`config.mk`:
```
export PLATFORM = sky130hd
export DESIGN_NAME = irrigation_timer_controller
export DESIGN_NICKNAME = d
export VERILOG_FILES = /design/src/rtl/irrigation_timer_controller_pkg.sv /design/src/rtl/irrigation_timer_controller_bcd_down_digit.sv /design/src/rtl/irrigation_timer_controller.sv
export SDC_FILE = /design/constraint.sdc
export NUM_CORES = 1
export LEC_CHECK = 0
export BUFFER_PORTS_ARGS = -buffer_cell sky130_fd_sc_hd__buf_2
export CORE_MARGIN = 4
export CORE_UTILIZATION = 50
export CTS_CLUSTER_DIAMETER = 100
export DETAILED_ROUTE_END_ITERATION = 10
export PLACE_DENSITY = 0.78
export SLEW_MARGIN = 20
export SYNTH_ARGS = -nofsm -noshare
export SYNTH_HDL_FRONTEND = slang
export SYNTH_HIERARCHICAL = 1
export SYNTH_SLANG_ARGS = --single-unit
```
`constraint.sdc`:
```
create_clock -name i_clock -period 4.1 [get_ports i_clock]
set_clock_uncertainty 0.1 [all_clocks]
set_input_delay 0.205 -clock i_clock [delete_from_list [all_inputs] [get_ports i_clock]]
set_output_delay 0.205 -clock i_clock [all_outputs]
set_load 0.005 [all_outputs]
```
`src/rtl/irrigation_timer_controller_pkg.sv`:
```
// Shared state codes, digit geometry and preset field offsets for the valve countdown timer.
// The package holds no logic, so it adds no latency and no flow control.
package irrigation_timer_controller_pkg;

  typedef enum logic [2:0] {
    ST_IDLE  = 3'd0,
    ST_RUN   = 3'd1,
    ST_PAUSE = 3'd2,
    ST_DONE  = 3'd3
  } state_t;

  localparam int          DIGIT_W       = 4;
  localparam logic [3:0]  UNITS_MAX     = 4'd9;
  localparam int          SEC_UNITS_LSB = 0;
  localparam int          SEC_TENS_LSB  = 4;
  localparam int          MIN_UNITS_LSB = 8;
  localparam int          MIN_TENS_LSB  = 12;

  function automatic logic preset_valid(input logic [15:0] p,
                                        input logic [3:0]  sec_tens_max,
                                        input logic [3:0]  min_tens_max);
    return (p[SEC_UNITS_LSB +: DIGIT_W] <= UNITS_MAX) &&
           (p[SEC_TENS_LSB  +: DIGIT_W] <= sec_tens_max) &&
           (p[MIN_UNITS_LSB +: DIGIT_W] <= UNITS_MAX) &&
           (p[MIN_TENS_LSB  +: DIGIT_W] <= min_tens_max) &&
           (p != 16'h0000);
  endfunction

endpackage

```
`src/rtl/irrigation_timer_controller_bcd_down_digit.sv`:
```
// One BCD down-counting digit: load has priority over decrement, wraps 0 -> MAX with a borrow.
// The new value appears one edge after load or enable; the digit never stalls.
module bcd_down_digit #(
  parameter logic [3:0] MAX = 4'd9
) (
  input  logic       i_clock,
  input  logic       i_reset,
  input  logic       i_load,
  input  logic [3:0] i_load_value,
  input  logic       i_enable,
  output logic [3:0] o_q,
  output logic       o_borrow_out
);

  logic [3:0] r_q;

  always_ff @(posedge i_clock) begin
    if (i_reset) begin
      r_q <= 4'd0;
    end else if (i_load) begin
      r_q <= i_load_value;
    end else if (i_enable) begin
      r_q <= (r_q == 4'd0) ? MAX : r_q - 4'd1;
    end
  end

  assign o_q          = r_q;
  assign o_borrow_out = i_enable && (r_q == 4'd0);

endmodule

```
`src/rtl/irrigation_timer_controller.sv`:
```
// Valve countdown controller: MM:SS preset loaded into four chained BCD digits, decremented on a 1 Hz tick.
// Start, pause, cancel and expiry all take effect on the next edge; done and error are one-cycle pulses.
module irrigation_timer_controller
  import irrigation_timer_controller_pkg::*;
#(
  parameter int SEC_TENS_MAX = 5,
  parameter int MIN_TENS_MAX = 5,
  parameter int AUTO_RELOAD  = 0
) (
  input  logic        i_clock,
  input  logic        i_reset,
  input  logic        i_tick,
  input  logic        i_start,
  input  logic        i_pause,
  input  logic        i_cancel,
  input  logic [15:0] i_preset_bcd,
  output logic [15:0] o_time_bcd,
  output logic [2:0]  o_state,
  output logic        o_valve_on,
  output logic        o_done,
  output logic        o_error
);

  localparam logic [3:0] LP_ST_MAX = 4'(SEC_TENS_MAX);
  localparam logic [3:0] LP_MT_MAX = 4'(MIN_TENS_MAX);

  state_t      r_state, w_next;
  logic [15:0] r_preset;
  logic        r_done, r_error;
  logic        w_load, w_dec, w_store, w_enter_done, w_reject;
  logic [15:0] w_load_val;
  logic [15:0] w_time;
  logic [3:0]  w_borrow;

  always_comb begin
    w_next       = r_state;
    w_load       = 1'b0;
    w_load_val   = 16'h0000;
    w_dec        = 1'b0;
    w_store      = 1'b0;
    w_enter_done = 1'b0;
    w_reject     = 1'b0;
    if (i_cancel) begin
      w_next = ST_IDLE;
      w_load = 1'b1;
    end else begin
      case (r_state)
        ST_IDLE, ST_DONE: begin
          if (i_start) begin
            if (preset_valid(i_preset_bcd, LP_ST_MAX, LP_MT_MAX)) begin
              w_next     = ST_RUN;
              w_load     = 1'b1;
              w_load_val = i_preset_bcd;
              w_store    = 1'b1;
            end else begin
              w_reject = 1'b1;
            end
          end else if ((r_state == ST_DONE) && (AUTO_RELOAD != 0)) begin
            w_next     = ST_RUN;
            w_load     = 1'b1;
            w_load_val = r_preset;
          end
        end
        ST_RUN: begin
          if (i_pause) begin
            w_next = ST_PAUSE;
          end else if (i_tick) begin
            w_dec = 1'b1;
            if (w_time == 16'h0001) begin
              w_next       = ST_DONE;
              w_enter_done = 1'b1;
            end
          end
        end
        ST_PAUSE: begin
          if (i_pause) w_next = ST_RUN;
        end
        default: begin
          // Corrupted state code: fall back to a safe idle with the count cleared.
          w_next = ST_IDLE;
          w_load = 1'b1;
        end
      endcase
    end
  end

  always_ff @(posedge i_clock) begin
    if (i_reset) begin
      r_state  <= ST_IDLE;
      r_preset <= 16'h0000;
      r_done   <= 1'b0;
      r_error  <= 1'b0;
    end else begin
      r_state <= w_next;
      r_done  <= w_enter_done;
      r_error <= w_reject;
      if (w_store) r_preset <= i_preset_bcd;
    end
  end

  bcd_down_digit #(.MAX(UNITS_MAX)) u_sec_units (
    .i_clock(i_clock), .i_reset(i_reset), .i_load(w_load),
    .i_load_value(w_load_val[SEC_UNITS_LSB +: DIGIT_W]), .i_enable(w_dec),
    .o_q(w_time[SEC_UNITS_LSB +: DIGIT_W]), .o_borrow_out(w_borrow[0])
  );

  bcd_down_digit #(.MAX(LP_ST_MAX)) u_sec_tens (
    .i_clock(i_clock), .i_reset(i_reset), .i_load(w_load),
    .i_load_value(w_load_val[SEC_TENS_LSB +: DIGIT_W]), .i_enable(w_borrow[0]),
    .o_q(w_time[SEC_TENS_LSB +: DIGIT_W]), .o_borrow_out(w_borrow[1])
  );

  bcd_down_digit #(.MAX(UNITS_MAX)) u_min_units (
    .i_clock(i_clock), .i_reset(i_reset), .i_load(w_load),
    .i_load_value(w_load_val[MIN_UNITS_LSB +: DIGIT_W]), .i_enable(w_borrow[1]),
    .o_q(w_time[MIN_UNITS_LSB +: DIGIT_W]), .o_borrow_out(w_borrow[2])
  );

  // Expiry stops the count at 00:00, so this digit is never asked to borrow below zero.
  bcd_down_digit #(.MAX(LP_MT_MAX)) u_min_tens (
    .i_clock(i_clock), .i_reset(i_reset), .i_load(w_load),
    .i_load_value(w_load_val[MIN_TENS_LSB +: DIGIT_W]), .i_enable(w_borrow[2]),
    .o_q(w_time[MIN_TENS_LSB +: DIGIT_W]), .o_borrow_out(w_borrow[3])
  );

  assign o_time_bcd = w_time;
  assign o_state    = r_state;
  assign o_valve_on = (r_state == ST_RUN);
  assign o_done     = r_done;
  assign o_error    = r_error;

endmodule
```
==> impl_metrics.py <==
metrics = {
    "synth": {
        "syn_inst": 156,
        "syn_area_sq_um": 1310,
        "yosys_warnings": 6,
        "syn_avg_cell_area_sq_um": 8.40,
    },
    "layout": {
        "stdcell_area_sq_um": 1580,
        "num-fill-cells": 231,
        "final_cells": 232,
        "drive_gt1_share_pct": 30.2,
        "syn_to_final_growth_pct": 20.3,
        "nNetsFinal": 228,
        "antenna_cells": 0,
    },
    "clocking": {
        "ctsResizeCount": 0,
        "cts_setup_buffers": 0,
        "htreeDepth": 1,
        "cts_max_path_buffers": 2,
        "cts_tree": "done",
        "path_clk_slew_ps": 110,
        "insertion_delay_ps": 300,
        "ctsHoldBuffers": 0,
        "cts_buffers": 3,
        "cts-root-buf": "clkbuf_4",
        "cts.sinks": 20,
    },
    "outcome": {
        "status": "complete, no violations",
    },
    "placement": {
        "gp_congestion": 0.916,
        "dp_hpwl_um": 2620,
        "io_buffers": 42,
        "placedCellCount": 229,
        "post_dp_cell_area_sq_um": 1550,
    },
    "detailed_routing": {
        "final_antenna_net_count": 0,
        "route.detailed.drc": 0,
        "wl_per_cell_um": 14.4,
        "drt-total-wl_um": 3350,
        "viasPerCell": 5.72,
        "vias": 1328,
        "drtIter0Drc": 41,
        "drt_pre_antenna_iters": 5,
    },
    "worst_setup_path": {
        "critPathLaunchType": "flip-flop",
        "cp_slowest_stage_delay_ps": 450,
        "crit_slowest_cell": "nor4_1",
        "critPathBufInv": 0,
        "crit_chain": "ha_1, nor4bb_1, nor4b_4, nor2b_1, nand2b_4, nor4_1, nor4b_4, nor2b_1, nand2b_4, or3_1, a221oi_2",
        "cp.depth": 11,
        "worstSetupPathType": "flip-flop to flip-flop",
        "critPathTopFamily": "simple AND/OR/NAND/NOR gates",
        "worstPathRequired_ps": 4220,
        "critPathMaxFanout": 6,
        "arrival_ps": 3940,
        "crit_path_end_kind": "flip-flop",
        "r2r.worst_path.cells": 11,
    },
    "sta": {
        "fin_crit_ps": 3820,
        "fmaxAchievable_mhz": 262,
        "setup_viol": 0,
        "fin_tns_setup_ps": 0,
        "hold_slack_ps": 64.5,
        "hold_violations": 0,
        "max_slew_margin_pct": 61.8,
        "final_max_slew_viol_count": 0,
        "rsz0062_at_grt": "no",
        "worst_slew_pin_slew_ps": 567,
        "finalCritPeriodShare_pct": 93.2,
    },
    "floorplanning": {
        "core_area_sq_um": 2480,
        "die_area_sq_um": 3500,
        "ioPinCount": 44,
        "die_y_um": 59.2,
        "core.rowCount": 18,
        "start_util_pct": 52.9,
        "die_x_um": 59.2,
    },
    "power_and_ir_drop": {
        "power_density_nw_per_um2": 234,
        "leakagePower_nw": 0.662,
        "peakVddDrop_mv": 0.205,
    },
    "global_routing": {
        "grt.total_usage_pct": 20.4,
        "antenna_found_initial": 0,
        "grt_pass1_vias": 1339,
        "grt_first_pass_wirelength_um": 5600,
        "overflow": 0,
        "grt_max_degree": 21,
    },
    "min_path": {
        "min_path_cells": 2,
        "hold_path_class": "primary input to flip-flop",
    },
    "flow_run": {
        "maxCapViolCount": 0,
    },
}
-- cells in the final DEF, fill, tap and decap left out, types with 3 or more instances in the layout --
master,instances
and2_1,14
a21oi_1,10
xor2_1,4
buf_2,42
inv_1,12
dfxtp_1,20
or3_1,4
a221oi_2,4
conb_1,3
o21ai_0,6
nor3_1,3
nor4_1,8
nor2_1,10
clkbuf_4,3
nand2_1,22
-- state kept, by name (all words and copies together), names as in the netlist --
register and count:
u_sec_units/o_q 4, u_sec_tens/o_q 4, u_min_units/o_q 4, o_state 2
o_error 1, u_min_tens/o_q 4, o_done 1
-- per-layer routing --
metal	global-route usage (%)	share of wire (%)
met1	24.0	42
met2	36.3	51
met3	2.61	6.1
met4	9.06	0.95
met5	0	0
-- worst register-to-register path, stage by stage, from the launching register on --
cell	delay (ps)
dfxtp_1	390
ha_1	260
nor4bb_1	350
nor4b_4	330
nor2b_1	340
nand2b_4	120
nor4_1	450
nor4b_4	370
nor2b_1	350
nand2b_4	100
or3_1	370
a221oi_2	220
-- per-stage QoR --
stage	worst slack [ps]	utilization, %	power, mW
after floorplan	571	-	0.247
after global placement	569	62.7	0.277
after detailed placement	417	62.7	0.279
after CTS	364	63.6	0.372
after global routing	32.6	63.6	0.388
final	278	63.6	0.368
-- final cells by class --
| class | count | area (sq um) | area share [%] |
|---|---|---|---|
| Multi-Input combinational cell | 124 | 853 | 54.1 |
| Sequential cell | 20 | 400 | 25.4 |
| Timing Repair Buffer | 43 | 218 | 13.8 |
| Inverter | 12 | 45.0 | 2.86 |
| Tap cell | 30 | 37.5 | 2.38 |
| Clock buffer | 3 | 22.5 | 1.43 |
-- worst paths after layout --
kind | startpoint | endpoint | slack (ps)
hold / removal | i_cancel | o_error | 60
setup reg to reg | o_state[0] | u_min_tens/o_q[1] | 280
setup / recovery | o_state[0] | u_min_tens/o_q[1] | 280
hold reg to reg | o_state[1] | o_state[1] | 410
-- report_power, final --
part | total (mW) | switching [mW] | internal, mW
Combinational | 0.0632 | 0.0356 | 0.0276
Clock | 0.0929 | 0.0587 | 0.0342
Sequential | 0.212 | 0.0111 | 0.201
Note: power is estimated with default switching activity, not from simulation.
